[src/rtl/uart_tx_arbiter_if.sv]
// Byte-source / serializer handshake bundle used by uart_tx_arbiter.
// master = the arbiter, slave = the producers plus the UART shifter.
interface uart_tx_arbiter_if #(
    parameter int NUM_REQ = 4,
    parameter int ID_W    = 2
);
    logic [NUM_REQ-1:0]   req_valid;
    logic [8*NUM_REQ-1:0] req_data;
    logic [NUM_REQ-1:0]   req_ready;
    logic                 tx_start;
    logic [7:0]           tx_byte;
    logic                 tx_busy;
    logic [ID_W-1:0]      grant_id;
    logic                 grant_active;

    modport master (
        input  req_valid, req_data, tx_busy,
        output req_ready, tx_start, tx_byte, grant_id, grant_active
    );

    modport slave (
        output req_valid, req_data, tx_busy,
        input  req_ready, tx_start, tx_byte, grant_id, grant_active
    );
endinterface

[src/rtl/uart_tx_arbiter.sv]
// Round-robin, burst-limited sharing of one UART transmitter among NUM_REQ byte sources.
// Optional feature: define UART_ARB_TAG_EN to send an 8'hA0|id tag byte at the start of every grant.
module uart_tx_arbiter #(
    parameter int NUM_REQ   = 4,
    parameter int BURST_MAX = 4,
    parameter int ID_W      = 2
) (
    input  logic              clk,
    input  logic              rst,
    uart_tx_arbiter_if.master bus
);
    localparam int CNT_W = $clog2(BURST_MAX + 1);

    localparam logic [2:0] ST_IDLE      = 3'd0;
    localparam logic [2:0] ST_LOAD      = 3'd1;
    localparam logic [2:0] ST_START     = 3'd2;
    localparam logic [2:0] ST_WAIT_ACK  = 3'd3;
    localparam logic [2:0] ST_WAIT_DONE = 3'd4;
`ifdef UART_ARB_TAG_EN
    localparam logic [2:0] ST_TAG       = 3'd5;
`endif

    logic [2:0]       state_q, state_d;
    logic [CNT_W-1:0] burst_cnt_q, burst_cnt_d;
    logic [ID_W-1:0]  rr_ptr_q, rr_ptr_d;
    logic [ID_W-1:0]  grant_id_q, grant_id_d;
    logic             grant_active_q, grant_active_d;
    logic             tx_start_q, tx_start_d;
    logic [7:0]       tx_byte_q, tx_byte_d;
`ifdef UART_ARB_TAG_EN
    logic             tag_phase_q, tag_phase_d;
`endif

    logic [NUM_REQ-1:0] req_ready_s;
    logic [7:0]         req_bytes_s [NUM_REQ];
    logic [ID_W-1:0]    pick_s;
    logic               pick_vld_s;
    logic               grant_vld_s;
    logic               tag_done_s;
    logic [CNT_W-1:0]   cnt_inc_s;

    // First valid requester after ptr, wrapping; the descending loop leaves the closest one.
    function automatic logic [ID_W:0] rr_pick(input logic [NUM_REQ-1:0] vld,
                                              input logic [ID_W-1:0]    ptr);
        logic [ID_W:0] res;
        int            idx;
        res = '0;
        for (int k = NUM_REQ; k >= 1; k--) begin
            idx = (int'(ptr) + k) % NUM_REQ;
            res = vld[idx] ? {1'b1, ID_W'(idx)} : res;
        end
        return res;
    endfunction

    for (genvar i = 0; i < NUM_REQ; i++) begin : g_unpack
        assign req_bytes_s[i] = bus.req_data[8*i +: 8];
    end

    assign grant_vld_s = bus.req_valid[grant_id_q];
    assign cnt_inc_s   = burst_cnt_q + 1'b1;
`ifdef UART_ARB_TAG_EN
    assign tag_done_s  = tag_phase_q;
`else
    assign tag_done_s  = 1'b0;
`endif

    // Round-robin candidate for the next grant
    always_comb begin
        {pick_vld_s, pick_s} = rr_pick(bus.req_valid, rr_ptr_q);
    end

    // Grant / serializer sequencing
    always_comb begin
        state_d        = state_q;
        burst_cnt_d    = burst_cnt_q;
        rr_ptr_d       = rr_ptr_q;
        grant_id_d     = grant_id_q;
        grant_active_d = grant_active_q;
        tx_start_d     = 1'b0;
        tx_byte_d      = tx_byte_q;
`ifdef UART_ARB_TAG_EN
        tag_phase_d    = tag_phase_q;
`endif
        case (state_q)
            ST_IDLE: begin
                if (pick_vld_s) begin
                    grant_id_d     = pick_s;
                    burst_cnt_d    = '0;
                    grant_active_d = 1'b1;
`ifdef UART_ARB_TAG_EN
                    state_d        = ST_TAG;
`else
                    state_d        = ST_LOAD;
`endif
                end else begin
                    state_d = ST_IDLE;
                end
            end
`ifdef UART_ARB_TAG_EN
            ST_TAG: begin
                tx_byte_d   = 8'hA0 | {{(8-ID_W){1'b0}}, grant_id_q};
                tag_phase_d = 1'b1;
                tx_start_d  = 1'b1;
                state_d     = ST_START;
            end
`endif
            ST_LOAD: begin
                // A source that dropped valid mid-handshake forfeits the grant
                if (grant_vld_s) begin
                    tx_byte_d  = req_bytes_s[grant_id_q];
                    tx_start_d = 1'b1;
                    state_d    = ST_START;
                end else begin
                    grant_active_d = 1'b0;
                    state_d        = ST_IDLE;
                end
            end
            ST_START: begin
                state_d = ST_WAIT_ACK;
            end
            ST_WAIT_ACK: begin
                if (bus.tx_busy) begin
                    state_d = ST_WAIT_DONE;
                end else begin
                    state_d = ST_WAIT_ACK;
                end
            end
            ST_WAIT_DONE: begin
                if (bus.tx_busy) begin
                    state_d = ST_WAIT_DONE;
                end else if (tag_done_s) begin
`ifdef UART_ARB_TAG_EN
                    tag_phase_d = 1'b0;
`endif
                    state_d = ST_LOAD;
                end else begin
                    burst_cnt_d = cnt_inc_s;
                    if (grant_vld_s && (cnt_inc_s < CNT_W'(BURST_MAX))) begin
                        state_d = ST_LOAD;
                    end else begin
                        rr_ptr_d       = grant_id_q;
                        grant_active_d = 1'b0;
                        state_d        = ST_IDLE;
                    end
                end
            end
            default: begin
                grant_active_d = 1'b0;
                state_d        = ST_IDLE;
            end
        endcase
    end

    // State and output registers
    always_ff @(posedge clk) begin
        if (rst) begin
            state_q        <= ST_IDLE;
            burst_cnt_q    <= '0;
            rr_ptr_q       <= ID_W'(NUM_REQ - 1);
            grant_id_q     <= '0;
            grant_active_q <= 1'b0;
            tx_start_q     <= 1'b0;
            tx_byte_q      <= 8'h00;
`ifdef UART_ARB_TAG_EN
            tag_phase_q    <= 1'b0;
`endif
        end else begin
            state_q        <= state_d;
            burst_cnt_q    <= burst_cnt_d;
            rr_ptr_q       <= rr_ptr_d;
            grant_id_q     <= grant_id_d;
            grant_active_q <= grant_active_d;
            tx_start_q     <= tx_start_d;
            tx_byte_q      <= tx_byte_d;
`ifdef UART_ARB_TAG_EN
            tag_phase_q    <= tag_phase_d;
`endif
        end
    end

    // Ready must follow a late valid drop and stay quiet while reset is asserted
    always_comb begin
        req_ready_s = '0;
        if (!rst && (state_q == ST_LOAD) && grant_vld_s) begin
            req_ready_s[grant_id_q] = 1'b1;
        end else begin
            req_ready_s = '0;
        end
    end

    assign bus.req_ready    = req_ready_s;
    assign bus.tx_start     = tx_start_q;
    assign bus.tx_byte      = tx_byte_q;
    assign bus.grant_id     = grant_id_q;
    assign bus.grant_active = grant_active_q;
endmodule

[src/flat_wrapper.sv]
// flat-port wrapper written by rule: the top's interface ports become plain ports
module uart_tx_arbiter_flat 
#(
    parameter int NUM_REQ   = 4,
    parameter int BURST_MAX = 4,
    parameter int ID_W      = 2
)
  (clk, rst, bus_req_valid, bus_req_data, bus_tx_busy, bus_req_ready, bus_tx_start, bus_tx_byte, bus_grant_id, bus_grant_active);
  uart_tx_arbiter_if #(.NUM_REQ(NUM_REQ), .ID_W(ID_W)) bus_i ();
  input  logic clk;
  input  logic rst;
  input wire logic [$bits(bus_i.req_valid)-1:0] bus_req_valid;
  input wire logic [$bits(bus_i.req_data)-1:0] bus_req_data;
  input wire logic [$bits(bus_i.tx_busy)-1:0] bus_tx_busy;
  output wire logic [$bits(bus_i.req_ready)-1:0] bus_req_ready;
  output wire logic [$bits(bus_i.tx_start)-1:0] bus_tx_start;
  output wire logic [$bits(bus_i.tx_byte)-1:0] bus_tx_byte;
  output wire logic [$bits(bus_i.grant_id)-1:0] bus_grant_id;
  output wire logic [$bits(bus_i.grant_active)-1:0] bus_grant_active;
  assign bus_i.req_valid = bus_req_valid;
  assign bus_i.req_data = bus_req_data;
  assign bus_i.tx_busy = bus_tx_busy;
  assign bus_req_ready = bus_i.req_ready;
  assign bus_tx_start = bus_i.tx_start;
  assign bus_tx_byte = bus_i.tx_byte;
  assign bus_grant_id = bus_i.grant_id;
  assign bus_grant_active = bus_i.grant_active;
  uart_tx_arbiter #(.NUM_REQ(NUM_REQ), .BURST_MAX(BURST_MAX), .ID_W(ID_W)) u_core (.clk(clk), .rst(rst), .bus(bus_i));
endmodule
[config.mk]
export PLATFORM = sky130hd
export DESIGN_NAME = uart_tx_arbiter_flat
export DESIGN_NICKNAME = d
export VERILOG_FILES = /design/src/rtl/uart_tx_arbiter_if.sv /design/src/rtl/uart_tx_arbiter.sv /design/src/flat_wrapper.sv
export SDC_FILE = /design/constraint.sdc
export NUM_CORES = 1
export LEC_CHECK = 0
export BUFFER_PORTS_ARGS = -buffer_cell sky130_fd_sc_hd__clkbuf_2
export CORE_MARGIN = 3
export CORE_UTILIZATION = 30
export DETAILED_ROUTE_END_ITERATION = 8
export HOLD_SLACK_MARGIN = 0.08
export SYNTH_ARGS = -nofsm -noshare
export SYNTH_HDL_FRONTEND = slang
export SYNTH_SLANG_ARGS = --single-unit
[constraint.sdc]
create_clock -name clk -period 3.5 [get_ports clk]
set_input_delay 0.35 -clock clk [delete_from_list [all_inputs] [get_ports clk]]
set_output_delay 0.35 -clock clk [all_outputs]
set_load 0.02 [all_outputs]
==> impl_metrics.json, run 1 <==
{
  "path_cells": "mux4_2 -> nand3_4 -> nor2_1 -> and3_1 -> clkbuf_2",
  "layout_commonest_cell": "clkbuf_2",
  "grt_usage_pct": 12.0,
  "gp_congestion": 0.772,
  "startpoint_type": "register",
  "ff_latch_area_um2": 400,
  "antenna_found_initial": 0,
  "ys_seq_area_share_pct": 33.5,
  "cpPeakStageDelay_ps": 810,
  "grt_pass1_vias": 1039,
  "hp-class": "in -> reg",
  "required_ps": 3150,
  "cts_tree": "done",
  "fp.dieH_um": 69.1,
  "grt-ovfl-total": 0,
  "drc": 0,
  "path_clk_slew_ps": 80,
  "hold_viol": 0,
  "via_per_inst": 5.10,
  "p_switching_uw": 195,
  "fp.coreArea_um2": 3740,
  "cts.path.max_buffers": 2,
  "synth_ff_type": "dfxtp_1",
  "cts.sinks": 20,
  "areaGrowthSynthToFinish_pct": 27.9,
  "via_count": 1096,
  "ctsResizeCount": 0,
  "max_clock_freq_mhz": 363,
  "outcome": "complete, no violations",
  "synthCells": 116,
  "pwr-share-seq_pct": 44.1,
  "synth_area_um2": 1200,
  "drt_iter0_markers": 18,
  "leakagePower_nw": 0.714,
  "die_w_um": 69.1,
  "initial_core_util_pct": 32.0,
  "layout_common_cells": "clkbuf_2, dfxtp_1, nor2_1",
  "io_buffers": 54,
  "routed_wl_mm": 2.79,
  "root_buffer": "clkbuf_8",
  "drtAntennaViolNets": 0,
  "rows": 22,
  "setup_viol_count_final": 0,
  "p_comb_share_pct": 27.5,
  "syn_nets": 156,
  "post-dp-hpwl_mm": 2.20,
  "maxSlewViolCount": 0,
  "synthArstFlopShare_pct": 0,
  "power_density_nw_per_um2": 414,
  "ys_types": 42,
  "drv_cap": 0,
  "max_slew.worst_pin.slew_ps": 751,
  "clk_latency_ps": 260,
  "maxSlewHeadroom_pct": 49.9,
  "firstDrtPassIters": 4,
  "final_core_util_pct": 40.9,
  "switching_share_pct": 30.8,
  "fin_crit_sh_pct": 78.8,
  "multi_input_area_um2": 733,
  "antennaDiodeCount": 0,
  "yosysWarnings": 0,
  "cts_buffers": 3,
  "htree_levels": 1,
  "crit_fanout": 16,
  "ios": 55,
  "synth_edf_count": 0,
  "fin_nets": 208,
  "hold_ws_ps": 372,
  "fill_cells": 395,
  "layout-drive-gt1-share_pct": 40.7,
  "irDropWorstVdd_mv": 0.141,
  "setup_tns_ps": 0,
  "fin_skew_ps": 4.32,
  "die_area_um2": 4780,
  "clkPwrFrac_pct": 28.4,
  "postCtsHoldBufs": 0,
  "cp.arrival_ps": 2410,
  "period_minus_slack_ps": 2760,
  "cts_setup_buffers": 0,
  "cp_slowest_cell": "dfxtp_1",
  "synth-seq-cells": 20,
  "rsz0062_at_grt": "no",
  "worstSetupPathType": "reg -> out",
  "wl_per_cell_um": 13.0,
  "grt_max_degree": 24,
  "syn_area_per_cell_um2": 10.3,
  "grt_pass1_wl_mm": 4.80,
  "worst_setup_path_end_kind": "output port",
  "power.internal_uw": 438
}
area by class of cell:
class	count	area share, %
Clock buffer	4	3.60
Inverter	3	0.736
Multi-Input combinational cell	86	47.9
Sequential cell	20	26.2
Tap cell	48	3.92
Timing Repair Buffer	54	17.7
Yosys cell counts, types with 2 or more instances:
library cell | number | area, µm²
a21o_1 | 2 | 15.0
a21oi_1 | 6 | 30.0
a31oi_1 | 2 | 12.5
clkbuf_1 | 4 | 15.0
dfxtp_1 | 20 | 400
inv_1 | 3 | 11.3
mux2i_1 | 10 | 100
mux4_1 | 4 | 105
mux4_2 | 5 | 113
nand2_1 | 7 | 26.3
nand2b_1 | 2 | 12.5
nand3_1 | 2 | 10.0
nor2_1 | 15 | 56.3
nor2b_1 | 2 | 12.5
nor4b_1 | 2 | 17.5
o21ai_0 | 4 | 20.0
cells by family (layout without fill, tap and decap cells):
group	after synthesis	in the layout	synth area share, %
and+or+nand+nor	42	42	20.1
adders and majority gates	1	1	1.05
AOI/OAI and AO/OA	23	23	12.9
buffers and inverters	10	61	5.23
DFF	20	20	33.5
muxes	19	19	26.6
xor gates and xnor gates	1	1	0.732
registers in the layout, indices dropped and copies added (netlist names):
register,count
u_core.bus.tx_byte,8
u_core.burst_cnt_q,3
u_core.state_q,3
u_core.bus.grant_id,2
u_core.rr_ptr_q,2
u_core.bus.grant_active,1
u_core.bus.tx_start,1
stage by stage:
stage	area, µm²	cells	worst slack [ps]	total power [mW]
floorplan	1200	116	1220	0.414
global placement	1480	211	1040	0.457
detailed placement	1480	211	998	0.461
CTS	1530	215	708	0.637
global route	1530	215	568	0.665
finish	1530	215	743	0.633
worst paths after layout:
kind	startpoint	to	slack [ps]	cells after the start
max	u_core.bus.grant_id[0]	bus_req_ready[3]	740	5
min	bus_tx_busy	u_core.state_q[2]	370	2
max reg2reg	u_core.bus.grant_id[0]	u_core.bus.tx_byte[6]	1380	4
min reg2reg	u_core.bus.tx_byte[7]	u_core.bus.tx_byte[7]	500	2
per-layer routing:
layer | part of all wire, % | GRT usage [%] | up-vias
li1 | - | - | 544
met1 | 46 | 15.5 | 497
met2 | 47 | 20.2 | 49
met3 | 5.5 | 2.04 | 6
met4 | 1.4 | 3.90 | 0
met5 | 0 | 0 | -
worst max-delay path: cells and delay by family (launching register included):
| family | cells | cell delay [ps] |
|---|---|---|
| AND/OR/NAND/NOR | 3 | 520 |
| buffers and inverters | 1 | 150 |
| multiplexers | 1 | 670 |
| flip-flops | 1 | 810 |
power by group through the flow:
| stage | Combinational [mW] | Clock (mW) | Sequential, mW |
|---|---|---|---|
| 5_1_grt | 0.192 | 0.189 | 0.284 |
| 3_3_place_gp | 0.173 | 0 | 0.284 |
| 3_5_place_dp | 0.175 | 0 | 0.285 |
| 6_report | 0.174 | 0.180 | 0.279 |
| 2_1_floorplan | 0.129 | 0 | 0.285 |
| 4_1_cts | 0.176 | 0.182 | 0.280 |
Power figures use the tool's default switching activity.
==> run 2: changes to the inputs <==
ABC_AREA = 1   (was default)
clock period = 2.4 ns   (was 3.5 ns; I/O delays follow)
==> run 2 against run 1 <==
Against the previous run: synthesized area increased by 18%; sequential share of layout area decreased by 3.4 points; setup slack got worse by 570 ps; register-to-register slack got worse by 650 ps; via count increased by 30%; critical path depth increased by 4; global-route usage increased by 1.7 points; critical path type unchanged; hold slack got worse by 120 ps; first-iteration DRC count increased by 120%; largest power group unchanged; clock power increased by 87%; non-clock buffer count increased by 2.
==> impl_metrics.json, run 2 <==
{
  "cts.path.max_buffers": 2,
  "grt-ovfl-total": 0,
  "crit_fanout": 12,
  "drt_iter0_markers": 39,
  "fill_cells": 474,
  "synth-seq-cells": 20,
  "power_mw": 1.15,
  "worst_setup_path_end_kind": "output port",
  "reg2reg_from": "u_core.bus.grant_id[1]",
  "root_buffer": "clkbuf_8",
  "hold_end": "u_core.burst_cnt_q[1]",
  "die_area_um2": 5560,
  "setup_viol_count_final": 0,
  "r2r_end": "u_core.bus.tx_byte[3]",
  "clk_latency_ps": 250,
  "drv_cap": 0,
  "layout_common_cells": "nand2_1, clkbuf_2, dfxtp_1",
  "grt_max_degree": 17,
  "cts_setup_buffers": 0,
  "ctsResizeCount": 0,
  "synth_area_um2": 1410,
  "min_path_cells": 2,
  "wl_per_cell_um": 11.9,
  "min_from": "rst",
  "ff_latch_area_um2": 400,
  "largest_reg_flops": 8,
  "rrSetupSlack_ps": 730,
  "max_clock_freq_mhz": 448,
  "fin_crit_sh_pct": 92.9,
  "drc": 0,
  "startpoint_type": "register",
  "worstRegToRegCells": 8,
  "rows": 24,
  "hold_viol": 0,
  "synthCells": 198,
  "routed_wl_mm": 3.61,
  "synthArstFlopShare_pct": 0,
  "cts.sinks": 20,
  "post-dp-hpwl_mm": 2.90,
  "gp_congestion": 0.813,
  "hp-class": "in -> reg",
  "placed_cell_area_um2": 1690,
  "synth_edf_count": 0,
  "yosysMostFrequentCell": "nand2_1",
  "fin_ws_ps": 170,
  "setup_tns_ps": 0,
  "layout_commonest_cell": "nand2_1",
  "grt_pass1_vias": 1360,
  "synth_ff_type": "dfxtp_1",
  "firstDrtPassIters": 4,
  "path_clk_slew_ps": 80,
  "fp.coreArea_um2": 4440,
  "yosys.area.top_type": "dfxtp_1",
  "postCtsHoldBufs": 0,
  "power_density_nw_per_um2": 650,
  "max_slew.worst_pin.slew_ps": 577,
  "yosysWarnings": 0,
  "leakagePower_nw": 0.909,
  "grt_usage_pct": 13.7,
  "syn_area_per_cell_um2": 7.13,
  "irDropWorstVdd_mv": 0.255,
  "fin_nets": 292,
  "synth_area_leaders": "dfxtp_1, nand2_1, nand3_1",
  "cts_buffers": 3,
  "syn_nets": 238,
  "post-place-ws_ps": 460,
  "rsz0062_at_grt": "no",
  "yosys-top-cells-count": "nand2_1, dfxtp_1, nand3_1, inv_1, a21oi_1",
  "initial_core_util_pct": 31.8,
  "antennaDiodeCount": 0,
  "cts_tree": "done",
  "period_minus_slack_ps": 2230,
  "required_ps": 2160,
  "outcome": "complete, no violations",
  "areaGrowthSynthToFinish_pct": 24.8,
  "grt_pass1_wl_mm": 6.00,
  "fp.dieH_um": 74.6,
  "ys_types": 33,
  "htree_levels": 1,
  "antenna_found_initial": 0,
  "ys_seq_area_share_pct": 28.4,
  "cp.arrival_ps": 1990,
  "instances_no_fill": 303,
  "ios": 55,
  "netlist.area_leader.share_pct": 28.4,
  "placed_cells": 299,
  "maxSlewViolCount": 0,
  "multi_input_area_um2": 837,
  "maxSlewHeadroom_pct": 61.5,
  "die_w_um": 74.6,
  "via_per_inst": 4.69,
  "final_area_um2": 1760,
  "via_count": 1422,
  "drtAntennaViolNets": 0,
  "layout-drive-gt1-share_pct": 36.3,
  "fin_skew_ps": 4.23,
  "io_buffers": 54,
  "worstSetupPathType": "reg -> out"
}
run 2: cell types whose count changed in the layout (fill, tap and decap cells not counted), sizes merged, moves of 3 or more:
cell,delta
nor4b,-3
nand2,+59
nor3,+3
mux4,-9
mux2i,-10
nand3,+15
a21oi,+8
inv,+21
o21ai,+8
a221oi,+8
run 2: power breakdown:
| part | switching (mW) | internal [mW] |
|---|---|---|
| Combinational | 0.253 | 0.147 |
| Sequential | 0.0399 | 0.370 |
| Clock | 0.114 | 0.222 |
| Total | 0.407 | 0.739 |
run 2: worst max-delay path: stages, from the launching register on:
cell and delay (ps):
dfxtp_1 610, inv_4 170, nor2_8 190, nand2_4 70
nand4_4 90, nand2_4 90, nor2_2 140, inv_2 80
nor3_2 110, clkbuf_2 190
run 2: per-stage QoR:
step / hold slack [ps] / utilization (%)
after detailed placement: 464 / 38.0
after global placement: 459 / 38.0
after CTS: 248 / 39.6
final: 255 / 39.6
after global routing: 273 / 39.6
after floorplan: 309 / -
run 2: final cells by class:
type / count / share of cell area (%)
clock buffers: 3 / 2.34
inverters: 24 / 5.82
flip-flops and latches: 20 / 22.7
well taps: 52 / 3.69
clock inverters: 1 / 1.70
repair buffers: 56 / 16.2
multi-input cells: 147 / 47.5
run 2: cell families after synthesis:
logic type      count (synthesis)  share of synthesized area, %
xor+xnor                        1                         0.621
simple gates                  108                          40.8
fa+ha+maj                       1                         0.886
buf+inv                        31                          12.3
flops                          20                          28.4
compound gates                 37                          17.0
run 2: metal layers:
| metal | GRT usage [%] | wire (µm) |
|---|---|---|
| met5 | 0 | 0 |
| met4 | 3.56 | 26 |
| met3 | 2.16 | 163 |
| met2 | 21.1 | 1590 |
| met1 | 19.8 | 1830 |
run 2: how the worst max path moves through the flow:
stage | start | to | slack (ps)
2_1_floorplan | u_core.bus.grant_id[1] | bus_req_ready[1] | 690
3_3_place_gp | u_core.bus.grant_id[1] | bus_req_ready[0] | 490
3_5_place_dp | u_core.bus.grant_id[1] | bus_req_ready[0] | 460
4_1_cts | u_core.bus.grant_id[1] | bus_req_ready[0] | 160
5_1_grt | u_core.bus.grant_id[1] | bus_req_ready[0] | 40
6_report | u_core.bus.grant_id[1] | bus_req_ready[0] | 170
